[src/rtl/ta_ldd_cmd_parser.sv]
// ta_ldd_cmd_parser
//   Host-side command front end for the LDD pulse generator. Receives
//   fixed 8-byte frames (5A, OP, WD, PL[31:24..7:0], CHK) on a byte
//   valid/ready stream. It validates each frame, holds the command-path and
//   capture-path control registers, and drives the pulse stage strobes.
//
// Ports
//   clk200            : 200 MHz clock, all logic on the rising edge
//   rst               : synchronous reset, active low
//   rx_data/rx_valid  : incoming command byte
//   rx_ready          : byte accepted when rx_valid && rx_ready
//   capr_rdy          : capture path ready, from the pulse stage
//   cap_mode          : 1 = capture path active, 0 = command path active
//   cap_wdis/cap_plus : capture window select / pulse count
//   cap_trig          : 1-cycle capture trigger
//   com_wdis/com_plus : command window select / pulse count
//   com_open/close    : 1-cycle command strobes
//   ack / err         : 1-cycle per-frame status pulses
//   err_code          : last error code (1 chk, 2 opcode, 3 busy, 4 timeout, 5 range)
//   frame_cnt         : count of successfully executed frames (wraps)
module ta_ldd_cmd_parser #(
  parameter int TOP0_0  = 3,
  parameter int LDD0_0  = 32,
  parameter int TIMEOUT = 2000
) (
  input  logic              clk200,
  input  logic              rst,
  input  logic [7:0]        rx_data,
  input  logic              rx_valid,
  output logic              rx_ready,
  input  logic              capr_rdy,
  output logic              cap_mode,
  output logic [TOP0_0-1:0] cap_wdis,
  output logic [LDD0_0-1:0] cap_plus,
  output logic              cap_trig,
  output logic [TOP0_0-1:0] com_wdis,
  output logic [LDD0_0-1:0] com_plus,
  output logic              com_open,
  output logic              com_close,
  output logic              ack,
  output logic              err,
  output logic [2:0]        err_code,
  output logic [15:0]       frame_cnt
);

  localparam int GAP_W = $clog2(TIMEOUT + 1);

  localparam logic [7:0] HDR      = 8'h5A;
  localparam logic [7:0] OP_OPEN  = 8'h01;
  localparam logic [7:0] OP_CLOSE = 8'h02;
  localparam logic [7:0] OP_ARM   = 8'h03;
  localparam logic [7:0] OP_MODE  = 8'h04;

  localparam logic [2:0] ERR_NONE  = 3'd0;
  localparam logic [2:0] ERR_CHK   = 3'd1;
  localparam logic [2:0] ERR_OP    = 3'd2;
  localparam logic [2:0] ERR_BUSY  = 3'd3;
  localparam logic [2:0] ERR_TMO   = 3'd4;
  localparam logic [2:0] ERR_RANGE = 3'd5;

  typedef enum logic [1:0] {
    ST_IDLE,
    ST_RECV,
    ST_CHECK,
    ST_EXEC
  } state_t;

  state_t state_q, state_d;

  logic [2:0]        idx_q, idx_d;
  logic [GAP_W-1:0]  gap_q, gap_d;
  logic [7:0]        op_q, op_d;
  logic [7:0]        wd_q, wd_d;
  logic [31:0]       pl_q, pl_d;
  logic [7:0]        chk_q, chk_d;

  // Result of the CHECK cycle, consumed by EXEC.
  logic [2:0]        pend_op_q, pend_op_d;
  logic [2:0]        pend_code_q, pend_code_d;

  logic              cap_mode_q, cap_mode_d;
  logic [TOP0_0-1:0] cap_wdis_q, cap_wdis_d;
  logic [LDD0_0-1:0] cap_plus_q, cap_plus_d;
  logic [TOP0_0-1:0] com_wdis_q, com_wdis_d;
  logic [LDD0_0-1:0] com_plus_q, com_plus_d;
  logic              cap_trig_q, cap_trig_d;
  logic              com_open_q, com_open_d;
  logic              com_close_q, com_close_d;
  logic              ack_q, ack_d;
  logic              err_q, err_d;
  logic [2:0]        err_code_q, err_code_d;
  logic [15:0]       frame_cnt_q, frame_cnt_d;

  logic              accept;
  logic [7:0]        chk_calc;
  logic [2:0]        frame_code;

  // Reset gates rx_ready directly so nothing is taken while rst is low.
  assign rx_ready = rst && ((state_q == ST_IDLE) || (state_q == ST_RECV));
  assign accept   = rx_valid && rx_ready;

  assign chk_calc = op_q ^ wd_q ^ pl_q[31:24] ^ pl_q[23:16] ^ pl_q[15:8] ^ pl_q[7:0];

  // Error classification; earlier tests take priority over later ones.
  always_comb begin
    frame_code = ERR_NONE;
    if (chk_calc != chk_q) begin
      frame_code = ERR_CHK;
    end else if ((op_q == 8'd0) || (op_q > OP_MODE)) begin
      frame_code = ERR_OP;
    end else if (((op_q == OP_OPEN) || (op_q == OP_ARM)) && ((wd_q >> TOP0_0) != 8'd0)) begin
      frame_code = ERR_RANGE;
    end else if ((op_q == OP_ARM) && !capr_rdy) begin
      frame_code = ERR_BUSY;
    end
  end

  always_comb begin
    state_d     = state_q;
    idx_d       = idx_q;
    gap_d       = gap_q;
    op_d        = op_q;
    wd_d        = wd_q;
    pl_d        = pl_q;
    chk_d       = chk_q;
    pend_op_d   = pend_op_q;
    pend_code_d = pend_code_q;
    cap_mode_d  = cap_mode_q;
    cap_wdis_d  = cap_wdis_q;
    cap_plus_d  = cap_plus_q;
    com_wdis_d  = com_wdis_q;
    com_plus_d  = com_plus_q;
    err_code_d  = err_code_q;
    frame_cnt_d = frame_cnt_q;
    cap_trig_d  = 1'b0;
    com_open_d  = 1'b0;
    com_close_d = 1'b0;
    ack_d       = 1'b0;
    err_d       = 1'b0;

    unique case (state_q)
      ST_IDLE: begin
        // Anything other than a header byte is swallowed as line noise.
        if (accept && (rx_data == HDR)) begin
          state_d = ST_RECV;
          idx_d   = 3'd1;
          gap_d   = '0;
        end
      end

      ST_RECV: begin
        if (accept) begin
          gap_d = '0;
          case (idx_q)
            3'd1:    op_d         = rx_data;
            3'd2:    wd_d         = rx_data;
            3'd3:    pl_d[31:24]  = rx_data;
            3'd4:    pl_d[23:16]  = rx_data;
            3'd5:    pl_d[15:8]   = rx_data;
            3'd6:    pl_d[7:0]    = rx_data;
            3'd7:    chk_d        = rx_data;
            default: ;
          endcase
          if (idx_q == 3'd7) begin
            state_d = ST_CHECK;
          end else begin
            idx_d = idx_q + 3'd1;
          end
        end else if (gap_q == GAP_W'(TIMEOUT)) begin
          // A byte arriving on this very cycle would have been taken above.
          state_d    = ST_IDLE;
          err_d      = 1'b1;
          err_code_d = ERR_TMO;
        end else begin
          gap_d = gap_q + GAP_W'(1);
        end
      end

      ST_CHECK: begin
        // Data registers update here so they lead their strobe by a cycle.
        pend_op_d   = op_q[2:0];
        pend_code_d = frame_code;
        if (frame_code == ERR_NONE) begin
          case (op_q)
            OP_OPEN: begin
              com_wdis_d = wd_q[TOP0_0-1:0];
              com_plus_d = pl_q[LDD0_0-1:0];
            end
            OP_ARM: begin
              cap_wdis_d = wd_q[TOP0_0-1:0];
              cap_plus_d = pl_q[LDD0_0-1:0];
            end
            OP_MODE: cap_mode_d = wd_q[0];
            default: ;
          endcase
        end
        state_d = ST_EXEC;
      end

      ST_EXEC: begin
        if (pend_code_q == ERR_NONE) begin
          ack_d       = 1'b1;
          frame_cnt_d = frame_cnt_q + 16'd1;
          case (pend_op_q)
            OP_OPEN[2:0]:  com_open_d  = 1'b1;
            OP_CLOSE[2:0]: com_close_d = 1'b1;
            OP_ARM[2:0]:   cap_trig_d  = 1'b1;
            default: ;
          endcase
        end else begin
          err_d      = 1'b1;
          err_code_d = pend_code_q;
        end
        state_d = ST_IDLE;
      end

      default: state_d = ST_IDLE;
    endcase
  end

  always_ff @(posedge clk200) begin
    if (!rst) begin
      state_q     <= ST_IDLE;
      idx_q       <= '0;
      gap_q       <= '0;
      op_q        <= '0;
      wd_q        <= '0;
      pl_q        <= '0;
      chk_q       <= '0;
      pend_op_q   <= '0;
      pend_code_q <= '0;
      cap_mode_q  <= 1'b0;
      cap_wdis_q  <= '0;
      cap_plus_q  <= '0;
      com_wdis_q  <= '0;
      com_plus_q  <= '0;
      cap_trig_q  <= 1'b0;
      com_open_q  <= 1'b0;
      com_close_q <= 1'b0;
      ack_q       <= 1'b0;
      err_q       <= 1'b0;
      err_code_q  <= '0;
      frame_cnt_q <= '0;
    end else begin
      state_q     <= state_d;
      idx_q       <= idx_d;
      gap_q       <= gap_d;
      op_q        <= op_d;
      wd_q        <= wd_d;
      pl_q        <= pl_d;
      chk_q       <= chk_d;
      pend_op_q   <= pend_op_d;
      pend_code_q <= pend_code_d;
      cap_mode_q  <= cap_mode_d;
      cap_wdis_q  <= cap_wdis_d;
      cap_plus_q  <= cap_plus_d;
      com_wdis_q  <= com_wdis_d;
      com_plus_q  <= com_plus_d;
      cap_trig_q  <= cap_trig_d;
      com_open_q  <= com_open_d;
      com_close_q <= com_close_d;
      ack_q       <= ack_d;
      err_q       <= err_d;
      err_code_q  <= err_code_d;
      frame_cnt_q <= frame_cnt_d;
    end
  end

  assign cap_mode  = cap_mode_q;
  assign cap_wdis  = cap_wdis_q;
  assign cap_plus  = cap_plus_q;
  assign cap_trig  = cap_trig_q;
  assign com_wdis  = com_wdis_q;
  assign com_plus  = com_plus_q;
  assign com_open  = com_open_q;
  assign com_close = com_close_q;
  assign ack       = ack_q;
  assign err       = err_q;
  assign err_code  = err_code_q;
  assign frame_cnt = frame_cnt_q;

endmodule

[config.mk]
export PLATFORM = sky130hd
export DESIGN_NAME = ta_ldd_cmd_parser
export DESIGN_NICKNAME = d
export VERILOG_FILES = /design/src/rtl/ta_ldd_cmd_parser.sv
export SDC_FILE = /design/constraint.sdc
export NUM_CORES = 1
export LEC_CHECK = 0
export ABC_AREA = 1
export BUFFER_PORTS_ARGS = -buffer_cell sky130_fd_sc_hd__clkbuf_2
export CAP_MARGIN = 20
export CORE_ASPECT_RATIO = 1.4
export CORE_UTILIZATION = 30
export CTS_CLUSTER_SIZE = 25
export DETAILED_ROUTE_END_ITERATION = 8
export PLACE_DENSITY = 0.55
export RECOVER_POWER = 50
export SETUP_SLACK_MARGIN = 0.5
export SYNTH_ARGS = -nofsm -noshare
export SYNTH_HDL_FRONTEND = slang
export SYNTH_SLANG_ARGS = --single-unit
[constraint.sdc]
create_clock -name clk200 -period 3.7 [get_ports clk200]
set_input_delay 0.555 -clock clk200 [delete_from_list [all_inputs] [get_ports clk200]]
set_output_delay 0.555 -clock clk200 [all_outputs]
set_load 0.05 [all_outputs]
Word level (Yosys, flattened, before mapping)
Index checks and enable logic that the tools add are counted.

$add $sub $neg: 3. Order comparisons: 1. Eq/ne operators: 28. Muxes and demuxes: 29. Bitwise logic cells: 5. Reductions and logical operators: 33.

Operator list (number): $xor 8x8->8 (5); $reduce_and 3->1 (13); $mux 11 (3); $mux 3 (9); $pmux 11 s2 (1); $add 16x1->16 const B (1); $eq 3x2->1 const B (4); $eq 3x3->1 const B (4); $pmux 3 s2 (2); $add 11x1->11 const B (1); $eq 11x11->1 const B (1); $mux 2 (5); $eq 8x1->1 const B (1); $eq 8x2->1 const B (1); $eq 8x3->1 const B (1); $eq 8x7->1 const B (1); $gt 8x3->1 const B (1); $logic_not 8->1 (1); $ne 2x2->1 const B (4); $ne 8x8->1 (1); $pmux 2 s4 (1); $reduce_and 4->1 (2); $reduce_bool 8->1 (1); $mux 1 (7); 15 further kinds (28).

Bits in registers: 173. Input port bits: 12.

Depth between registers and ports, before layout
Word-level depth: 9. Depth in mapped cells: 17.

Least setup slack after synthesis
No wires, ideal clock.

Path kind: input to register. From: input rst. To: register gap_q[7]. Arrival time: 2.521 ns. Data required time: 3.574 ns. Path slack: 1.053 ns. Cell stages on the path: 10. Cell sequence: inv_2 -> nor2_1 -> nand2_1 -> nand3b_1 -> nand2_1 -> nand3_2 -> o21ai_1 -> inv_1 -> o21ai_0 -> a21oi_1.

Longest elaborated chain between the ends: 5. Elaborated cells between the ends (all ways): 8. Those cells by class: 2 x eq/ne; 2 x mux; 4 x reduce/logical.

Ends and longest elaborated chain: from (decl) (RTL line 27) `input logic rst,`; $logic_and 1x1->1 * (RTL line 99) `assign rx_ready = rst && ((state_q == ST_IDLE) || (state_q == ST_RECV));`; via rx_ready (RTL line 30) `output logic rx_ready,`; $logic_and 1x1->1 * (RTL line 100) `assign accept = rx_valid && rx_ready;`; $logic_and 1x1->1 (RTL line 144) `if (accept && (rx_data == HDR)) begin`; $ne 2x1->1 (no source line); $reduce_and 3->1 (no source line); to (signal assigned) (RTL line 247) `gap_q <= gap_d;`; to (decl) (RTL line 71) `logic [GAP_W-1:0] gap_q, gap_d;`.

The timed path passes the listed nets; every way through them passes the cells marked *. A chain may end at the register's enable or synchronous reset.

Final worst setup path
From: input rst. To: register pl_q[9].

Longest elaborated chain between the ends: 3.

Ends and longest elaborated chain: $logic_and 1x1->1 (RTL line 99); $logic_and 1x1->1 (RTL line 100); $reduce_and 3->1 (no source line); to (signal assigned) (RTL line 250) `pl_q <= pl_d;`; to (decl) (RTL line 74) `logic [31:0] pl_q, pl_d;`.

Parallel ways exist; a longest one is shown, timed or not.

==> out/metrics.json <==
{
  "timing_worst_setup_path_type": {"value": "in2reg"},
  "max-slew-margin-rel": {"value": -0.0429},
  "globalRouteOverflowTotal": {"value": 0},
  "worst_path_max_delay_cell": {"value": "sky130_fd_sc_hd__clkbuf_2"},
  "vdd_drop_max": {"value": 310, "unit": "uV"},
  "critical_path_peak_fanout": {"value": 93},
  "syn_avg_cell_area": {"value": 6.78, "unit": "sq um"},
  "timing.final.setup_violations": {"value": 0},
  "grt_antenna_before_repair": {"value": 0},
  "layout_skew": {"value": 0.0111, "unit": "ns"},
  "buffer_ports.inserted": {"value": 107},
  "synthArstFlopShare": {"value": 0},
  "hold_viol_final": {"value": 0},
  "final_stage_net_count": {"value": 1278},
  "synth_seq_area_share": {"value": 0.439},
  "detailed_placement_wirelength_estimate": {"value": 16700, "unit": "um"},
  "post_synth_fa_ha_maj_area_fraction": {"value": 0.0143},
  "finalCriticalPeriod": {"value": 2.87, "unit": "ns"},
  "muxShareOfSynthArea": {"value": 0},
  "worst-slew-pin-transition": {"value": 1.56, "unit": "ns"},
  "postCtsSetupBuffers": {"value": 0},
  "syn_inst": {"value": 1164},
  "finalWirelength": {"value": 22500, "unit": "um"},
  "synth_compound_area_frac": {"value": 0.135},
  "rows": {"value": 69},
  "global_route.usage.total": {"value": 0.170},
  "maxSlewViolCount": {"value": 94},
  "synthesis.yosys.warnings": {"value": 0},
  "post-route-period-util": {"value": 0.775},
  "synth_top_family_by_area": {"value": "simple AND/OR/NAND/NOR gates"},
  "cts_buffer_count": {"value": 17},
  "power-per-cell-area": {"value": 414, "unit": "mW/mm^2"},
  "standard_cell_core_area": {"value": 0.0256, "unit": "sq mm"},
  "tritoncts": {"value": "done"},
  "via_per_inst": {"value": 4.53},
  "detailedRoute.firstIterationViolations": {"value": 439},
  "combined_area_of_all_synthesized_cells": {"value": 0.00789, "unit": "sq mm"},
  "path_common_cell": {"value": "sky130_fd_sc_hd__clkbuf_2"},
  "grt_pass1_vias": {"value": 6661},
  "setup_total_negative_slack": {"value": 0, "unit": "ns"},
  "die_w": {"value": 139, "unit": "um"},
  "post_cts.resized_instances": {"value": 0},
  "synth_xor_area_frac": {"value": 0.0100},
  "largest_net_degree_at_the_start_of_global_routing": {"value": 94},
  "critical_path.top_delay_family": {"value": "buffers and inverters"},
  "finalWorstSetupSlack": {"value": 0.834, "unit": "ns"},
  "drc": {"value": 7},
  "globalplace.congestion": {"value": 0.851},
  "cts-hold-fix-buffers": {"value": 0},
  "worstSetupEndpointType": {"value": "flop"},
  "floorplan.io_pins": {"value": 108},
  "crit_chain": {"value": "clkbuf_4, clkbuf_2, clkbuf_2, o21ai_0, a21oi_1"},
  "critical_path_arrival": {"value": 3.21, "unit": "ns"},
  "startpoint_type": {"value": "input port"},
  "failed_checks": {"value": "DRC, capacitance limit, slew limit"},
  "post-place-ws": {"value": 1.07, "unit": "ns"},
  "fin_worst_hold_slack": {"value": 0.453, "unit": "ns"},
  "starting_density": {"value": 0.308},
  "power": {"value": 3.77, "unit": "mW"},
  "dominantRegCellSynth": {"value": "sky130_fd_sc_hd__dfxtp_1"},
  "cts_num_sinks": {"value": 173},
  "route.detailed.wl_per_inst": {"value": 14.2, "unit": "um"},
  "fmax": {"value": 349, "unit": "MHz"},
  "synth_nets": {"value": 1185},
  "path_buf_inv": {"value": 3},
  "run_status": {"value": "finished, violations left"},
  "rsz0062_at_grt": {"value": "no"},
  "antenna_cells": {"value": 0},
  "area_growth": {"value": 15.7, "unit": "%"},
  "power_leakage": {"value": 3.81, "unit": "nW"},
  "die_h": {"value": 194, "unit": "um"},
  "drive_above_1_share": {"value": 0.0512},
  "synth-edff-count": {"value": 0},
  "htree_levels": {"value": 4},
  "synth_cell_type_count": {"value": 40},
  "grt_pass1_wl": {"value": 35700, "unit": "um"},
  "insertion_delay": {"value": 0.43, "unit": "ns"},
  "detailedRoute.firstPassIterationCount": {"value": 7},
  "dieArea": {"value": 0.0269, "unit": "sq mm"},
  "cts-root-buf": {"value": "sky130_fd_sc_hd__clkbuf_16"},
  "drt.antenna.violating_nets": {"value": 0},
  "cap_viol_max_count": {"value": 1},
  "routed-via-count": {"value": 7205},
  "ctsLongestPathBuffers": {"value": 2},
  "worstPathRequired": {"value": 4.05, "unit": "ns"},
  "slowest_delay": {"value": 1.08, "unit": "ns"},
  "min_path_type": {"value": "reg2reg"},
  "clk_pin_slew": {"value": 0.07, "unit": "ns"},
  "synth.ff_latch_count": {"value": 173},
  "synthesized_area_fraction_occupied_by_and_or_nand_nor_cells": {"value": 0.282}
}
-- power by group --
| part | total [mW] | internal [mW] | switching (mW) | leakage (nW) |
|---|---|---|---|---|
| Clock | 1.82 | 1.04 | 0.784 | 0.287 |
| Sequential | 1.86 | 1.86 | 0.0000865 | 1.39 |
| Combinational | 0.0914 | 0.0243 | 0.0671 | 2.13 |
| Total | 3.77 | 2.92 | 0.852 | 3.81 |
-- per-stage QoR --
stage               utilization  instances  instance area (sq um)
global placement          0.338       1557                   8670
detailed placement        0.338       1557                   8670
global route              0.356       1589                   9120
floorplan                     -       1164                   7890
finish                    0.356       1589                   9120
CTS                       0.361       1589                   9270
-- cell usage after synthesis (3+ instances only) --
| cell | n | share of area |
|---|---|---|
| sky130_fd_sc_hd__xor2_1 | 4 | 0.0044 |
| sky130_fd_sc_hd__clkbuf_1 | 23 | 0.011 |
| sky130_fd_sc_hd__nor4_1 | 5 | 0.0040 |
| sky130_fd_sc_hd__inv_2 | 3 | 0.0014 |
| sky130_fd_sc_hd__nand4_1 | 9 | 0.0071 |
| sky130_fd_sc_hd__nand3_1 | 60 | 0.038 |
| sky130_fd_sc_hd__nand2_1 | 258 | 0.12 |
| sky130_fd_sc_hd__xnor2_1 | 5 | 0.0056 |
| sky130_fd_sc_hd__nor3_1 | 17 | 0.011 |
| sky130_fd_sc_hd__nand2_2 | 3 | 0.0024 |
| sky130_fd_sc_hd__a21oi_1 | 84 | 0.053 |
| sky130_fd_sc_hd__dfxtp_1 | 173 | 0.44 |
| sky130_fd_sc_hd__o21ai_0 | 109 | 0.069 |
| sky130_fd_sc_hd__ha_1 | 9 | 0.014 |
| sky130_fd_sc_hd__nor2_2 | 3 | 0.0024 |
| sky130_fd_sc_hd__buf_2 | 10 | 0.0063 |
| sky130_fd_sc_hd__nor2_1 | 161 | 0.077 |
| sky130_fd_sc_hd__buf_6 | 6 | 0.0086 |
| sky130_fd_sc_hd__nand3b_1 | 3 | 0.0029 |
| sky130_fd_sc_hd__a211oi_1 | 3 | 0.0029 |
| sky130_fd_sc_hd__inv_1 | 191 | 0.091 |
-- cells in the final DEF (no fill, tap or decap), types with 3 or more instances in the layout --
master,Yosys,final
sky130_fd_sc_hd__clkinv_4,0,4
sky130_fd_sc_hd__nor3_1,17,19
sky130_fd_sc_hd__clkbuf_2,0,12
sky130_fd_sc_hd__inv_1,191,192
sky130_fd_sc_hd__nand3_1,60,61
sky130_fd_sc_hd__nand2_1,258,258
sky130_fd_sc_hd__xor2_1,4,4
sky130_fd_sc_hd__nand3b_1,3,3
sky130_fd_sc_hd__clkbuf_1,23,97
sky130_fd_sc_hd__a211oi_1,3,3
sky130_fd_sc_hd__nand4_1,9,9
sky130_fd_sc_hd__nor2_1,161,162
sky130_fd_sc_hd__nor4_1,5,5
sky130_fd_sc_hd__o21ai_0,109,109
sky130_fd_sc_hd__xnor2_1,5,5
sky130_fd_sc_hd__ha_1,9,9
sky130_fd_sc_hd__dfxtp_1,173,173
sky130_fd_sc_hd__clkbuf_16,0,17
sky130_fd_sc_hd__buf_4,0,6
sky130_fd_sc_hd__a21oi_1,84,84
sky130_fd_sc_hd__nand2_2,3,3
-- registers in the layout (all words and copies together) (netlist names), 3 cells and up, named ones only --
register	cells
cap_plus	32
com_plus	32
pl_q	32
frame_cnt	16
gap_q	11
chk_q	8
op_q	8
wd_q	8
cap_wdis	3
com_wdis	3
err_code	3
idx_q	3
pend_code_q	3
pend_op_q	3
-- layout make-up --
class | count | area, sq um
tap | 319 | 399
sequential | 173 | 3460
fill | 2815 | 16500
multi-input combinational | 755 | 3460
clock inverter | 12 | 138
clock buffer | 20 | 457
inverter | 195 | 732
timing repair buffer | 115 | 473
-- metal layers --
metal / GRT usage / vias up / share of wire / routed length [um]
met5: 0 / - / 0 / 0
met4: 0.0823 / 0 / 0.037 / 841
met3: 0.0316 / 31 / 0.033 / 737
met2: 0.312 / 132 / 0.52 / 11700
met1: 0.188 / 3217 / 0.41 / 9310
li1: - / 3825 / - / -
-- worst paths after layout --
path,start,end,slack [ns],cells past startpoint
setup / recovery,rst,pl_q[9],0.83,5
setup reg to reg,wd_q[3],com_plus[23],1.02,11
hold / removal,pend_op_q[1],com_open,0.45,1
hold reg to reg,pend_op_q[1],com_open,0.45,1
-- kinds of logic (layout without fill, tap and decap cells) --
kind of cell	after synthesis	count (layout)
adder cells (fa/ha/maj)	9	9
AO/OA/AOI/OAI	205	205
flip-flops	173	173
buffers and inverters	236	342
AND/OR/NAND/NOR	532	532
XOR/XNOR	9	9
No activity file was read; power rests on OpenSTA's default activity.
